File: config.mk
export PLATFORM = sky130hd
export DESIGN_NAME = rx_fifo_buffer
export DESIGN_NICKNAME = d
export VERILOG_FILES = /design/src/rtl/rx_fifo_buffer_pkg.sv /design/src/rtl/rx_fifo_buffer_fifo_mem.sv /design/src/rtl/rx_fifo_buffer.sv
export SDC_FILE = /design/constraint.sdc
export NUM_CORES = 1
export LEC_CHECK = 0
export BUFFER_PORTS_ARGS = -buffer_cell sky130_fd_sc_hd__buf_2
export CORE_MARGIN = 8
export CORE_UTILIZATION = 58
export CTS_BUF_LIST = sky130_fd_sc_hd__clkbuf_2
export DETAILED_ROUTE_END_ITERATION = 12
export HOLD_SLACK_MARGIN = 0.08
export PLACE_DENSITY_LB_ADDON = 0.15
export SETUP_SLACK_MARGIN = 0.05
export SYNTH_ARGS = -nofsm -noshare
export SYNTH_HDL_FRONTEND = slang
export SYNTH_HIERARCHICAL = 1
export SYNTH_SLANG_ARGS = --single-unit
File: constraint.sdc
create_clock -name clk_4f -period 3.3 [get_ports clk_4f]
set_input_delay 0.66 -clock clk_4f [delete_from_list [all_inputs] [get_ports clk_4f]]
set_output_delay 0.66 -clock clk_4f [all_outputs]
set_load 0.05 [all_outputs]
File: src/rtl/rx_fifo_buffer_pkg.sv
// -----------------------------------------------------------------------------
// rx_fifo_buffer_pkg
// Shared constants for the receive FIFO: default geometry, the default
// almost-empty / almost-full thresholds and the link idle code, plus a helper
// that sizes the FIFO pointers.
// -----------------------------------------------------------------------------
package rx_fifo_buffer_pkg;

   localparam int          DATA_W_DEFAULT = 8;
   localparam int          DEPTH_DEFAULT  = 8;
   localparam int          AE_TH_DEFAULT  = 2;
   localparam int          AF_TH_DEFAULT  = 6;

   // K28.5-style comma/idle byte; the deserializer clears valid_in for it.
   localparam logic [7:0]  IDLE_CODE      = 8'hBC;

   // Pointer width for a power-of-two depth (at least 1 bit).
   function automatic int ptr_width(input int depth);
      return (depth > 1) ? $clog2(depth) : 1;
   endfunction

endpackage

File: src/rtl/rx_fifo_buffer_fifo_mem.sv
// -----------------------------------------------------------------------------
// fifo_mem
// DEPTH x DATA_W storage with one synchronous write port and one synchronous,
// registered read port. The read register is the FIFO's data_out; it only
// loads on i_rd_en so it holds its value between reads.
//
// Ports
//   i_clk      clock, rising edge
//   i_rst_n    synchronous active-low reset, clears the read register only
//   i_wr_en    write strobe
//   i_wr_addr  write address
//   i_wr_data  write data
//   i_rd_en    read strobe (loads o_rd_data on the next edge)
//   i_rd_addr  read address
//   o_rd_data  registered read data
// -----------------------------------------------------------------------------
module fifo_mem
   import rx_fifo_buffer_pkg::*;
#(
   parameter int DATA_W = DATA_W_DEFAULT,
   parameter int DEPTH  = DEPTH_DEFAULT
) (
   input  logic                          i_clk,
   input  logic                          i_rst_n,
   input  logic                          i_wr_en,
   input  logic [ptr_width(DEPTH)-1:0]   i_wr_addr,
   input  logic [DATA_W-1:0]             i_wr_data,
   input  logic                          i_rd_en,
   input  logic [ptr_width(DEPTH)-1:0]   i_rd_addr,
   output logic [DATA_W-1:0]             o_rd_data
);

   logic [DATA_W-1:0] r_mem [DEPTH];
   logic [DATA_W-1:0] r_rd_data;

   always_ff @(posedge i_clk) begin
      if (i_wr_en) begin
         r_mem[i_wr_addr] <= i_wr_data;
      end
   end

   // Read-before-write: when full with a simultaneous push and pop, both
   // addresses are equal and the read must return the old entry.
   always_ff @(posedge i_clk) begin
      if (!i_rst_n) begin
         r_rd_data <= '0;
      end else if (i_rd_en) begin
         r_rd_data <= r_mem[i_rd_addr];
      end
   end

   assign o_rd_data = r_rd_data;

endmodule

File: src/rtl/rx_fifo_buffer.sv
// -----------------------------------------------------------------------------
// rx_fifo_buffer
// Receive-side byte FIFO between the deserializer and the consumer. Bytes are
// written while the link is aligned and a payload byte is present; the
// consumer pops with one cycle of read latency. Status flags come from the
// registered occupancy count. A dropped byte sets a sticky overflow flag.
//
// Ports
//   clk_4f        parallel-byte clock, rising edge
//   reset         synchronous active-low reset
//   data_in       received byte
//   valid_in      data_in is payload (not idle)
//   active_in     link aligned; gates writes
//   pop           consumer read request
//   data_out      registered read data, holds when valid_out=0
//   valid_out     data_out was read by the previous accepted pop
//   fifo_empty    count == 0
//   fifo_full     count == DEPTH
//   almost_empty  count <= AE_TH
//   almost_full   count >= AF_TH
//   overflow_err  sticky: a byte was dropped while full
// -----------------------------------------------------------------------------
module rx_fifo_buffer
   import rx_fifo_buffer_pkg::*;
#(
   parameter int DATA_W = DATA_W_DEFAULT,
   parameter int DEPTH  = DEPTH_DEFAULT,
   parameter int AE_TH  = AE_TH_DEFAULT,
   parameter int AF_TH  = AF_TH_DEFAULT
) (
   input  logic              clk_4f,
   input  logic              reset,
   input  logic [DATA_W-1:0] data_in,
   input  logic              valid_in,
   input  logic              active_in,
   input  logic              pop,
   output logic [DATA_W-1:0] data_out,
   output logic              valid_out,
   output logic              fifo_empty,
   output logic              fifo_full,
   output logic              almost_empty,
   output logic              almost_full,
   output logic              overflow_err
);

   localparam int                PTR_W  = ptr_width(DEPTH);
   localparam int                CNT_W  = PTR_W + 1;
   localparam logic [CNT_W-1:0]  FULL_C = CNT_W'(DEPTH);
   localparam logic [CNT_W-1:0]  AE_C   = CNT_W'(AE_TH);
   localparam logic [CNT_W-1:0]  AF_C   = CNT_W'(AF_TH);

   logic [PTR_W-1:0] r_wr_ptr;
   logic [PTR_W-1:0] r_rd_ptr;
   logic [CNT_W-1:0] r_count;
   logic             r_valid_out;
   logic             r_overflow;

   logic             w_wr_req;
   logic             w_pop;
   logic             w_push;
   logic             w_drop;

   // Reset cycles swallow both requests so storage is never written in reset.
   assign w_wr_req = valid_in && active_in && reset;
   assign w_pop    = pop && !fifo_empty && reset;
   // When full, a write is still accepted if a pop frees a slot this cycle.
   // No fall-through on empty: w_pop is already 0 there.
   assign w_push   = w_wr_req && (!fifo_full || w_pop);
   assign w_drop   = w_wr_req && fifo_full && !w_pop;

   always_ff @(posedge clk_4f) begin
      if (!reset) begin
         r_wr_ptr    <= '0;
         r_rd_ptr    <= '0;
         r_count     <= '0;
         r_valid_out <= 1'b0;
         r_overflow  <= 1'b0;
      end else begin
         // Pointers are exactly log2(DEPTH) bits, so they wrap naturally.
         if (w_push) begin
            r_wr_ptr <= r_wr_ptr + PTR_W'(1);
         end
         if (w_pop) begin
            r_rd_ptr <= r_rd_ptr + PTR_W'(1);
         end
         case ({w_push, w_pop})
            2'b10:   r_count <= r_count + CNT_W'(1);
            2'b01:   r_count <= r_count - CNT_W'(1);
            default: r_count <= r_count;
         endcase
         r_valid_out <= w_pop;
         if (w_drop) begin
            r_overflow <= 1'b1;
         end
      end
   end

   fifo_mem #(
      .DATA_W (DATA_W),
      .DEPTH  (DEPTH)
   ) u_mem (
      .i_clk     (clk_4f),
      .i_rst_n   (reset),
      .i_wr_en   (w_push),
      .i_wr_addr (r_wr_ptr),
      .i_wr_data (data_in),
      .i_rd_en   (w_pop),
      .i_rd_addr (r_rd_ptr),
      .o_rd_data (data_out)
   );

   assign valid_out    = r_valid_out;
   assign overflow_err = r_overflow;
   assign fifo_empty   = (r_count == '0);
   assign fifo_full    = (r_count == FULL_C);
   assign almost_empty = (r_count <= AE_C);
   assign almost_full  = (r_count >= AF_C);

endmodule

After elaboration in Yosys (flattened, before gate mapping)
Memory sizes are Yosys's and may differ from the RTL's. A register that Yosys moved wholly into a read port is not among the register bits.
Index checks and enable logic that the tools add are counted.
{ "totals": {"word_cells": 32, "mem_count": 1, "register_bits": 12, "out_inout_bits": 14, "inputBits": 13, "ram_bits": 64} }
{ "mem_list": {"columns": ["name", "words", "width", "read_ports", "rd_ports_with_merged_regs", "wr", "line_no", "rtl"], "rows": [
  ["u_mem.r_mem", 8, 8, 1, 1, 1, "rx_fifo_buffer_fifo_mem.sv:33", "logic [DATA_W-1:0] r_mem [DEPTH];"]
]} }
{ "op_classes": {"n_eq_ne": 3, "order_cmp": 2, "addsub": 4, "mux": 3, "n_reduce_logical": 14} }
{ "op_table": {"columns": ["operator", "n"], "rows": [
  ["one-hot mux 4 bit (2 select lines)", 1],
  ["logical AND 1 bit", 7],
  ["adder 3 x 1 -> 3 bit (second input constant)", 2],
  ["adder 4 x 1 -> 4 bit (second input constant)", 1],
  ["== test 4 bit (second input constant)", 1],
  [">= comparator 4 x 3 -> 1 bit (second input constant)", 1],
  ["less-or-equal comparator 4 x 2 -> 1 bit (second input constant)", 1],
  ["zero test 1 bit", 4],
  ["zero test 4 bit", 1],
  ["subtractor 4 x 1 -> 4 bit (second input constant)", 1],
  ["== test 2 x 1 -> 1 bit (second input constant)", 1],
  ["== test 2 bit (second input constant)", 1],
  ["2-to-1 mux 1 bit", 2],
  ["nonzero test 2 bit", 1],
  ["logical OR 1 bit", 1]
]} }

Longest topological paths before layout
Gate-level depths: netlist of run 1.
{ "logic_depth": {"ltp_word": 8, "ltp_mapped": 10, "depth_no_buf": 9} }

Hierarchy
The synthesis of run 1 kept the hierarchy.
{ "by_module_without_submodules": {"columns": ["mod", "seq_area_each_um2", "n_inst", "area_each_um2", "cells_each"], "rows": [
  ["fifo_mem", 2082.0, 1, 2788.9, 160],
  ["rx_fifo_buffer", 240.2, 1, 803.3, 94]
]} }

Worst setup path after synthesis of run 1
No wires, ideal clock.
{ "synth_timing": {"kind": "input to register", "start": "input port pop", "end": "register r_count[3]", "t_arrival_ps": 2463, "path_stages": 10, "setup_time_ps": 120, "slack_ps": 717, "required_time_ps": 3180, "path_buffers": 1, "cell_sequence": "buf_2 -> o41ai_4 -> nor2_1 -> nand2_1 -> inv_1 -> ha_1 -> a21oi_1 -> nand3_1 -> and3_1 -> o31a_1"} }
{ "synth_via": {"elab_chain_cells": 6, "elab_cells_between_ends": 8, "classes_between": "2 x eq/ne; 1 x mux; 5 x reduce/logical"} }
{ "synth_lines": {"columns": ["element", "line_no", "rtl"], "rows": [
  ["start, declared", "rx_fifo_buffer.sv:36", "input logic pop,"],
  ["logical AND 1 bit (*) (2 in a row)", "rx_fifo_buffer.sv:65", "assign w_pop = pop && !fifo_empty && reset;"],
  ["net w_pop", "rx_fifo_buffer.sv:59", "logic w_pop;"],
  ["logical OR 1 bit", "rx_fifo_buffer.sv:68", "assign w_push = w_wr_req && (!fifo_full || w_pop);"],
  ["logical AND 1 bit", "rx_fifo_buffer.sv:68", null],
  ["== test 2 x 1 -> 1 bit / == test 2 bit (equally long branches)", "rx_fifo_buffer.sv:86", "case ({w_push, w_pop})"],
  ["one-hot mux 4 bit (2 select lines) / nonzero test 2 bit (equally long branches)", null, null],
  ["end signal, assigned", "rx_fifo_buffer.sv:87", "2'b10: r_count <= r_count + CNT_W'(1);"],
  ["end signal, assigned", "rx_fifo_buffer.sv:88", "2'b01: r_count <= r_count - CNT_W'(1);"],
  ["end signal, assigned", "rx_fifo_buffer.sv:89", "default: r_count <= r_count;"],
  ["end, declared", "rx_fifo_buffer.sv:54", "logic [CNT_W-1:0] r_count;"]
]} }
Mark *: on every way through the listed nets, which the timed path passes. The rest lies on a longest branch.
A chain may end at the register's enable or synchronous reset.

Final worst setup path of run 1
{ "layout_timing": {"start": "register r_count[3]", "end": "output port fifo_full"} }
{ "layout_via": {"elab_chain_cells": 1} }
{ "layout_lines": {"columns": ["element", "line_no", "rtl"], "rows": [
  ["== test 4 bit", "rx_fifo_buffer.sv:115", "assign fifo_full = (r_count == FULL_C);"],
  ["end, declared", "rx_fifo_buffer.sv:40", "output logic fifo_full,"]
]} }
No other way between the ends.

==> results of run 1 <==
==> where the power goes <==
part           internal (uW)  total, uW  switching, uW
sequential              1200       1300           98.6
combinational            319        832            512
clock                    176        532            356
total                   1690       2660            967
==> sequential cells by signal, indices dropped and copies added (netlist names) <==
name,flops
overflow_err,1
r_wr_ptr,3
u_mem/r_mem,64
r_count,4
u_mem/o_rd_data,8
valid_out,1
r_rd_ptr,3
==> placed cells by master, fill, tap and decap left out, drive strengths merged, types with 8 or more instances in the layout <==
cell type  synthesis  routed
a21oi             13      13
buf               10      38
clkbuf             3       9
dfxtp             20      20
edfxtp            64      64
mux2              17      17
mux2i             17      17
nand2              8       8
nor2              18      18
o21ai             13      13
o22ai              8       8
==> final cells by class <==
type | instances | area (um2)
timing repair buffer | 38 | 220
fill | 459 | 2040
sequential | 84 | 2320
clock inverter | 7 | 75.1
inverter | 6 | 22.5
clock buffer | 9 | 45.0
multi-input combinational | 151 | 1140
tap | 75 | 93.8
==> cells by family (layout without fill, tap and decap cells) <==
| logic type | count (synthesis) | after routing | share of synthesized area, % |
|---|---|---|---|
| compound gates | 57 | 57 | 11.5 |
| buf+inv | 19 | 60 | 3.66 |
| mux | 34 | 34 | 10.1 |
| flops | 84 | 84 | 64.6 |
| fa+ha+maj | 5 | 5 | 1.95 |
| xor+xnor | 6 | 6 | 1.46 |
| simple gates | 49 | 49 | 6.76 |
==> routing by layer <==
metal,routed length (um),part of all wire [%],track usage (%)
met5,0,0,0
met4,67,0.99,6.50
met3,440,6.5,4.29
met2,3320,49,25.4
met1,2980,44,20.7
==> path summary, 6_finish.rpt <==
| check | from | to | slack (ns) |
|---|---|---|---|
| setup reg to reg | r_count[0] | r_count[3] | 0.80 |
| hold reg to reg | overflow_err | overflow_err | 0.50 |
| hold / removal | data_in[1] | u_mem/r_mem[0][1] | 0.39 |
| setup / recovery | r_count[3] | fifo_full | 0.59 |
==> metrics by stage <==
stage / cells / setup slack [ns] / cell area [um2] / hold WS [ns]
floorplan: 254 / 0.717 / 3590 / 0.481
global placement: 354 / 0.797 / 3800 / 0.443
detailed placement: 354 / 0.730 / 3800 / 0.462
CTS: 370 / 0.566 / 3920 / 0.369
global route: 370 / 0.465 / 3920 / 0.344
finish: 370 / 0.591 / 3920 / 0.386
==> summary.md, run 1 <==
| Metric | Value |
|---|---|
| Core Util, Final | `65.8%` |
| Worst-case clock buffer depth | `2` |
| PD cells | `679 nW/um2` |
| Top cells by area, synth | `edfxtp_1 (54%), dfxtp_1 (11%), mux2_2 (5.3%)` |
| Chip Height | `94.7 um` |
| CTS tree | `built` |
| Arr. time, crit path | `2.05 ns` |
| CP Class | `reg -> out` |
| Yosys warnings | `6` |
| Post-CTS Setup Bufs | `0` |
| Mapped cell area | `3590 um2` |
| ANT cells | `0` |
| Initial antenna violation count | `0` |
| Crit end category | `output pin` |
| Worst vdd ir | `509 uV` |
| Routed Wire Length | `6800 um` |
| CTS resizes | `0` |
| Cells on worst reg2reg path | `9` |
| Slowest-stage cell, CP | `dfxtp_1` |
| Top-count cell post-synth | `edfxtp_1` |
| Cell depth of the worst setup path | `3` |
| Worst Path Buf+Inv | `2` |
| Clock Sinks | `84` |
| Endpoints failing hold | `0` |
| Leakage | `0.00141 uW` |
| Fmax | `369 MHz` |
| CORE AREA | `5960 um2` |
| Number of flops mapped to enable cells by yosys | `64` |
| Max Slew Vio Count | `0` |
| DRC errors left | `0` |
| Max Clock Skew | `0.0356 ns` |
| Final setup viols | `0` |
| Routed vias | `2,186` |
| Vias in the first global route | `2,007` |
| Routed wire per std cell | `18.4 um` |
| Hold Path Class | `in -> reg` |
| Row cnt | `28` |
| Post-synth top flop | `edfxtp_1` |
| TritonCTS buffer count | `9` |
| Final period utilization | `82.1%` |
| Design Power | `2660 uW` |
| Worst Hold Depth | `1` |
| Worst slew pin tran | `0.620 ns` |
| Starting density of the core | `60.3%` |
| Hold_buf cts | `0` |
| Ports | `27` |
| Top cells by count, synth | `edfxtp_1 (64), dfxtp_1 (20), nor2_1 (18), mux2_2 (17), mux2i_1 (17)` |
| Slew Limit Headroom | `58.5%` |
| H-tree levels | `3` |
| Clock root buffer | `clkbuf_2` |
| NumNets Final | `308` |
| Synth cell types | `46` |
| Cells along the critical path | `or4b_4 > inv_1 > buf_2` |
| Total die area | `8970 um2` |
| Routed vias/inst | `5.91` |
| First-pass GRT wire length | `10,700 um` |
| Later-pin clock latency in the skew report | `0.53 ns` |
| FF+latch count, synth | `84` |
| Initial drt markers | `159` |
| Worst setup SP type | `flip-flop` |
| Worst EP required | `2.64 ns` |
| Share of synthesized registers carrying an async set or reset | `0%` |
| Largest net degree at the start of global routing | `27` |
| Cells after Synth | `254` |
| Status | `complete, no violations` |
| IO Port Bufs | `26` |
| Post-synthesis sequential area ratio | `64.6%` |
| Clk slew on worst S/H paths | `0.25 ns` |
| GP Congestion | `0.908` |
| Delay-heaviest family, CP | `flip-flops` |
| Min Tclk post-route | `2.71 ns` |
| Max stage delay on crit path | `0.63 ns` |
| Layout area overhead | `9.06%` |
| DRT Pass-1 Iters | `4` |
| Synth area leader | `edfxtp_1` |
| Hpwl dp | `4660 um` |
| GRT Total Usage | `16.1%` |
| Total of max-cap violations | `0` |
| RSZ-0062 raised after global routing | `no` |
| GR Overflow Total | `0` |
| Die X-Extent | `94.7 um` |
| Share of cells above drive strength 1 | `25.4%` |
| Post-route ant nets | `0` |
| Syn Area/Cell | `14.1 um2` |
| Worst-path fanout max | `11` |
| Yosys top cell area share | `53.5%` |
| Syn nets | `272` |
| Setup TNS | `0 ns` |
(Power assumes the default switching activity.)
==> inputs of run 2 (changes only) <==
clock period = 2.5 ns   (was 3.3 ns; I/O delays follow)
==> summary.md, run 2 (synthesis results as in run 1) <==
| Metric | Value |
|---|---|
| CORE AREA | `5960 um2 (unchanged)` |
| Top layer in use | `met4 (unchanged)` |
| Setup TNS | `0 ns (unchanged)` |
| Final setup viols | `0 (unchanged)` |
| Hpwl dp | `4660 um (about the same)` |
| Most frequent cells in the layout | `edfxtp_1 (64), buf_2 (24), buf_4 (19) (was edfxtp_1 (64), buf_2 (26), dfxtp_1 (20))` |
| Min Tclk post-route | `2.37 ns` |
| Final period utilization | `94.7%` |
| Design Power | `3710 uW (was 2660 uW)` |
| Largest net degree at the start of global routing | `35 (was 27)` |
| First-pass GRT wire length | `10,800 um (was 10,700 um)` |
| Routed vias/inst | `5.80 (was 5.91)` |
| WHS Endpoint | `u_mem/r_mem[0][2] (was u_mem/r_mem[0][1])` |
| Worst setup SP type | `flip-flop (unchanged)` |
| CTS tree | `built (unchanged)` |
| Arr. time, crit path | `1.87 ns (was 2.05 ns)` |
| RSZ-0062 raised after global routing | `no (unchanged)` |
| Filler-free cell count of the finished design | `378 (was 370)` |
| Clock Sinks | `84 (unchanged)` |
| Routed vias | `2,191 (was 2,186)` |
| RR Endpoint | `r_count[3] (unchanged)` |
| Reg2Reg Setup Slack | `0.23 ns (was 0.80 ns)` |
| Clock root buffer | `clkbuf_2 (unchanged)` |
| Worst EP required | `2.00 ns (was 2.64 ns)` |
| GP Congestion | `0.911 (was 0.908)` |
| PD cells | `923 nW/um2 (was 679 nW/um2)` |
| Max stage delay on crit path | `0.60 ns (was 0.63 ns)` |
| Total die area | `8970 um2 (unchanged)` |
| Starting density of the core | `60.3% (unchanged)` |
| Routed Wire Length | `6910 um (was 6800 um)` |
| Post-route ant nets | `0 (unchanged)` |
| Routed wire per std cell | `18.3 um (was 18.4 um)` |
| Worst Hold Depth | `1 (unchanged)` |
| TritonCTS buffer count | `9 (unchanged)` |
| Max Slew Vio Count | `0 (unchanged)` |
| Worst-case clock buffer depth | `2 (unchanged)` |
| IO Port Bufs | `26 (unchanged)` |
| GR Overflow Total | `0 (unchanged)` |
| WL met2 | `3270 um (was 3320 um)` |
| Initial drt markers | `163 (was 159)` |
| Cells on worst reg2reg path | `9 (unchanged)` |
| Crit. Startpoint | `r_count[2] (was r_count[3])` |
| Hold Path Class | `in -> reg (unchanged)` |
| Fmax | `422 MHz` |
| Routed wl met3 | `560 um (was 440 um)` |
| Worst slew pin tran | `0.741 ns (was 0.620 ns)` |
| M1 WL | `3020 um (was 2980 um)` |
| Sequential cell area | `2330 um2 (was 2320 um2)` |
| Ports | `27 (unchanged)` |
| Core Util, Final | `67.5% (was 65.8%)` |
| RR Startpoint | `r_count[0] (unchanged)` |
| Multi-input logic area | `1140 um2 (about the same)` |
| CP Class | `reg -> out (unchanged)` |
| Hold_sp | `data_in[2] (was data_in[1])` |
| Chip Height | `94.7 um (unchanged)` |
| Vias in the first global route | `2,078 (was 2,007)` |
| Slowest-stage cell, CP | `or4b_4 (was dfxtp_1)` |
| Commonest non-fill, non-tap cell in the layout | `edfxtp_1 (unchanged)` |
| Fillcell total | `439 (was 459)` |
| Leakage | `0.00147 uW (was 0.00141 uW)` |
| Worst-path fanout max | `10 (was 11)` |
| DRT Pass-1 Iters | `4 (unchanged)` |
| Status | `complete, no violations (unchanged)` |
| NumNets Final | `316 (was 308)` |
| Endpoints failing hold | `0 (unchanged)` |
| Max Clock Skew | `0.0243 ns (was 0.0356 ns)` |
| Crit end category | `output pin (unchanged)` |
| Later-pin clock latency in the skew report | `0.48 ns (was 0.53 ns)` |
| ANT cells | `0 (unchanged)` |
| Layout area overhead | `11.9% (was 9.06%)` |
| Largest Register | `u_mem/r_mem (unchanged)` |
| Share of cells above drive strength 1 | `28.7% (was 25.4%)` |
| Cells along the critical path | `buf_4 > or4b_4 > inv_1 > buf_6 (was or4b_4 > inv_1 > buf_2)` |
| Inst Count DP | `361 (was 354)` |
| GRT Total Usage | `16.1% (about the same)` |
| Die X-Extent | `94.7 um (unchanged)` |
| Initial antenna violation count | `0 (unchanged)` |
| Worst vdd ir | `851 uV (was 509 uV)` |
| DRC errors left | `0 (unchanged)` |
| Clk slew on worst S/H paths | `0.21 ns (was 0.25 ns)` |
| H-tree levels | `3 (unchanged)` |
| Max reg flops | `64 (unchanged)` |
| Total of max-cap violations | `0 (unchanged)` |
| Row cnt | `28 (unchanged)` |
| Slew Limit Headroom | `50.5% (was 58.5%)` |
[run 2: cell count changes in the layout (fill, tap and decap cells not counted), moves of 2 or more]
| cell | delta |
|---|---|
| dfxtp_1 | -3 |
| clkbuf_2 | +2 |
| buf_6 | +2 |
| buf_4 | +7 |
| dfxtp_2 | +3 |
| buf_2 | -2 |
| clkinvlp_4 | -4 |
[run 2: report_power, final]
group          leakage (uW)  switching (uW)  internal, uW  total (uW)
logic              0.000652             779           522        1300
clock network     0.0000816             432           338         770
registers          0.000741            59.6          1580        1640
total               0.00147            1270          2440        3710
[run 2: cell type report]
cell class	count	area share, %
clock buffers	11	1.37
clock inverters	5	1.90
inverters	6	0.560
multi-input cells	151	28.4
flip-flops and latches	84	57.8
well taps	75	2.33
repair buffers	46	7.59
[run 2: through the flow]
stage / hold slack, ns / setup slack [ns] / area, um2
final: 0.263 / 0.133 / 4020
after global routing: 0.228 / 0.0582 / 4020
after CTS: 0.215 / 0.0504 / 4010
after detailed placement: 0.466 / 0.230 / 3860
after global placement: 0.446 / 0.324 / 3860
after floorplan: 0.481 / 0.0774 / 3590
[run 2: critical path, delay by kind of cell, from the launching register on]
kind	cells	cell delay [ns]
AND/OR/NAND/NOR	1	0.60
buffers and inverters	3	0.42
flip-flops	1	0.37
[run 2: what timing repair did]
item / CTS / global route
setup endpoints to repair: 2 / 2
setup buffers: 0 / 1
gates resized for setup: 5 / 4
cloned: 0 / 0
pin swaps: 0 / 1
endpoints found under the hold margin: 0 / 0
hold buffers: 0 / 0
[run 2: how the worst max path moves through the flow]
| stage | to | slack (ns) | depth (start not counted) |
|---|---|---|---|
| 2_1_floorplan | r_count[3] | 0.08 | 10 |
| 6_report | fifo_full | 0.13 | 4 |
| 3_5_place_dp | r_count[3] | 0.23 | 9 |
| 5_1_grt | fifo_full | 0.06 | 4 |
| 4_1_cts | fifo_full | 0.05 | 4 |
| 3_3_place_gp | r_count[3] | 0.32 | 9 |
[run 2: per-layer routing]
metal / up-vias / track usage, %
met5: - / 0
met4: 0 / 6.89
met3: 5 / 3.25
met2: 81 / 26.5
met1: 1041 / 20.3
li1: 1064 / -
==> inputs of run 3 (changes only) <==
ABC_AREA = 1   (was default)
==> summary.md, run 3 <==
| Metric | Value |
|---|---|
| Status | `complete, no violations (unchanged)` |
| Total die area | `9360 um2 (was 8970 um2)` |
| Largest net degree at the start of global routing | `33 (was 35)` |
| Worst-path fanout max | `5 (was 10)` |
| Cells after Synth | `394 (was 254)` |
| Mapped cell area | `3780 um2 (was 3590 um2)` |
| GRT Total Usage | `16.9% (was 16.1%)` |
| Crit end category | `output pin (unchanged)` |
| Final period utilization | `85.6% (was 94.7%)` |
| Routed wl met3 | `419 um (was 560 um)` |
| Largest Register | `u_mem/r_mem (unchanged)` |
| Hold slack final | `0.237 ns (was 0.263 ns)` |
| NumNets Final | `451 (was 316)` |
| Top cells by count, synth | `nand2_1 (91), inv_1 (80), edfxtp_1 (64), nand3_1 (53), dfxtp_1 (20) (was edfxtp_1 (64), dfxtp_1 (20), nor2_1 (18), mux2_2 (17), mux2i_1 (17))` |
| Final instance area | `4170 um2 (was 4020 um2)` |
| Clock Sinks | `84 (unchanged)` |
| Worst vdd ir | `397 uV (was 851 uV)` |
| Routed vias/inst | `5.15 (was 5.80)` |
| RSZ-0062 raised after global routing | `no (unchanged)` |
| WL met2 | `3830 um (was 3270 um)` |
| Initial antenna violation count | `0 (unchanged)` |
| Endpoints failing hold | `0 (unchanged)` |
| Initial drt markers | `143 (was 163)` |
| Clock root buffer | `clkbuf_2 (unchanged)` |
| Yosys top cell area share | `50.8% (was 53.5%)` |
| Clk slew on worst S/H paths | `0.21 ns (about the same)` |
| Starting density of the core | `59.9% (was 60.3%)` |
| Max Slew Vio Count | `0 (unchanged)` |
| Die X-Extent | `96.7 um (was 94.7 um)` |
| Slack of the critical path | `0.359 ns (was 0.133 ns)` |
| Placed Instance Area | `4020 um2 (was 3860 um2)` |
| Top cells by area, synth | `edfxtp_1 (51%), dfxtp_1 (11%), nand2_1 (9.0%) (was edfxtp_1 (54%), dfxtp_1 (11%), mux2_2 (5.3%))` |
| Fmax | `467 MHz (was 422 MHz)` |
| Worst-case clock buffer depth | `2 (unchanged)` |
| TritonCTS buffer count | `9 (unchanged)` |
| Share of cells above drive strength 1 | `17.6% (was 28.7%)` |
| Slew Limit Headroom | `74.9% (was 50.5%)` |
| Post-synth top flop | `edfxtp_1 (unchanged)` |
| Synth cell types | `26 (was 46)` |
| Yosys warnings | `6 (unchanged)` |
| Max reg flops | `64 (unchanged)` |
| Post-route ant nets | `0 (unchanged)` |
| Core Util, Final | `66.1% (was 67.5%)` |
| Synth area leader | `edfxtp_1 (unchanged)` |
| Max Clock Skew | `0.0136 ns (was 0.0243 ns)` |
| ANT cells | `0 (unchanged)` |
| Hold Path Class | `in -> reg (unchanged)` |
| M1 WL | `3250 um (was 3020 um)` |
| Syn Area/Cell | `9.60 um2 (was 14.1 um2)` |
| CORE AREA | `6310 um2 (was 5960 um2)` |
| Worst setup SP type | `flip-flop (unchanged)` |
| CTS tree | `built (unchanged)` |
| Later-pin clock latency in the skew report | `0.51 ns (was 0.48 ns)` |
| FF+latch count, synth | `84 (unchanged)` |
| Layout area overhead | `10.3% (was 11.9%)` |
| CTS resizes | `0 (was 5)` |
| Chip Height | `96.7 um (was 94.7 um)` |
| Routed wire per std cell | `15.0 um (was 18.3 um)` |
| Syn nets | `412 (was 272)` |
| Hpwl dp | `5250 um (was 4660 um)` |
| Routed vias | `2,651 (was 2,191)` |
| CP Class | `reg -> out (unchanged)` |
| Post-synthesis sequential area ratio | `61.4% (was 64.6%)` |
| First-pass GRT wire length | `12,600 um (was 10,800 um)` |
| DRC errors left | `0 (unchanged)` |
| Placement Setup Slack | `0.513 ns (was 0.230 ns)` |
| Post-CTS Setup Bufs | `0 (unchanged)` |
| IO Port Bufs | `26 (unchanged)` |
| Vias in the first global route | `2,637 (was 2,078)` |
| Setup TNS | `0 ns (unchanged)` |
| Most frequent cells in the layout | `nand2_1 (91), inv_1 (80), edfxtp_1 (64) (was edfxtp_1 (64), buf_2 (24), buf_4 (19))` |
| Ports | `27 (unchanged)` |
| GP Congestion | `0.808 (was 0.911)` |
| Routed Wire Length | `7710 um (was 6910 um)` |
| Total of max-cap violations | `0 (unchanged)` |
| Number of flops mapped to enable cells by yosys | `64 (unchanged)` |
| H-tree levels | `3 (unchanged)` |
| Final setup viols | `0 (unchanged)` |
| Top layer in use | `met4 (unchanged)` |
| Worst EP required | `2.00 ns (about the same)` |
| DRT Pass-1 Iters | `4 (unchanged)` |
| Leakage | `0.00195 uW (was 0.00147 uW)` |
| Share of synthesized registers carrying an async set or reset | `0% (unchanged)` |
| GR Overflow Total | `0 (unchanged)` |
| Row cnt | `29 (was 28)` |
| Commonest non-fill, non-tap cell in the layout | `nand2_1 (was edfxtp_1)` |
| Arr. time, crit path | `1.64 ns (was 1.87 ns)` |
| Worst slew pin tran | `0.376 ns (was 0.741 ns)` |
| Hold_buf cts | `0 (unchanged)` |
| Min Tclk post-route | `2.14 ns (was 2.37 ns)` |
| Top-count cell post-synth | `nand2_1 (was edfxtp_1)` |
| PD cells | `724 nW/um2 (was 923 nW/um2)` |
run 3: layout make-up:
cell class	instances	area, um2
Fill cell	500	2140
Clock inverter	6	103
Clock buffer	10	50.0
Timing Repair Buffer	41	243
Multi-Input combinational cell	210	1030
Tap cell	77	96.3
Inverter	87	332
Sequential cell	84	2320
run 3: worst paths after layout:
path,start,to,slack [ns],depth (start not counted)
max,r_count[1],fifo_full,0.36,4
min,data_in[6],u_mem/r_mem[3][6],0.24,1
max reg2reg,r_count[3],r_count[3],0.70,11
min reg2reg,u_mem/o_rd_data[0],u_mem/o_rd_data[0],0.54,2
run 3: critical path: stages, from the launching register on:
cell and delay (ns):
dfxtp_1 0.41, nor2_2 0.15, nand3_1 0.17, inv_1 0.12, buf_2 0.27
run 3: cells by family after synthesis:
| kind of cell | count (synthesis) | synth area share (%) |
|---|---|---|
| buffers and inverters | 100 | 11.4 |
| xor gates and xnor gates | 2 | 0.463 |
| and+or+nand+nor | 173 | 20.4 |
| AOI/OAI and AO/OA | 30 | 4.47 |
| adders and majority gates | 5 | 1.85 |
| DFF | 84 | 61.4 |
run 3: power breakdown:
group	leakage, uW	internal, uW	switching [uW]	total [uW]
clock	0.0000963	429	442	872
combinational	0.00111	158	421	579
sequential	0.000740	1540	30.9	1570
run 3: stage by stage:
step           power (uW)  std cells
3_5_place_dp         2180        499
4_1_cts              3040        515
6_report             3020        515
2_1_floorplan        2060        394
3_3_place_gp         2170        499
5_1_grt              3150        515
run 3: layer usage:
metal / GRT usage (%) / vias to the layer above
met5: 0 / -
met4: 9.35 / 0
met3: 4.55 / 23
met2: 27.4 / 78
met1: 19.9 / 1221
li1: - / 1329
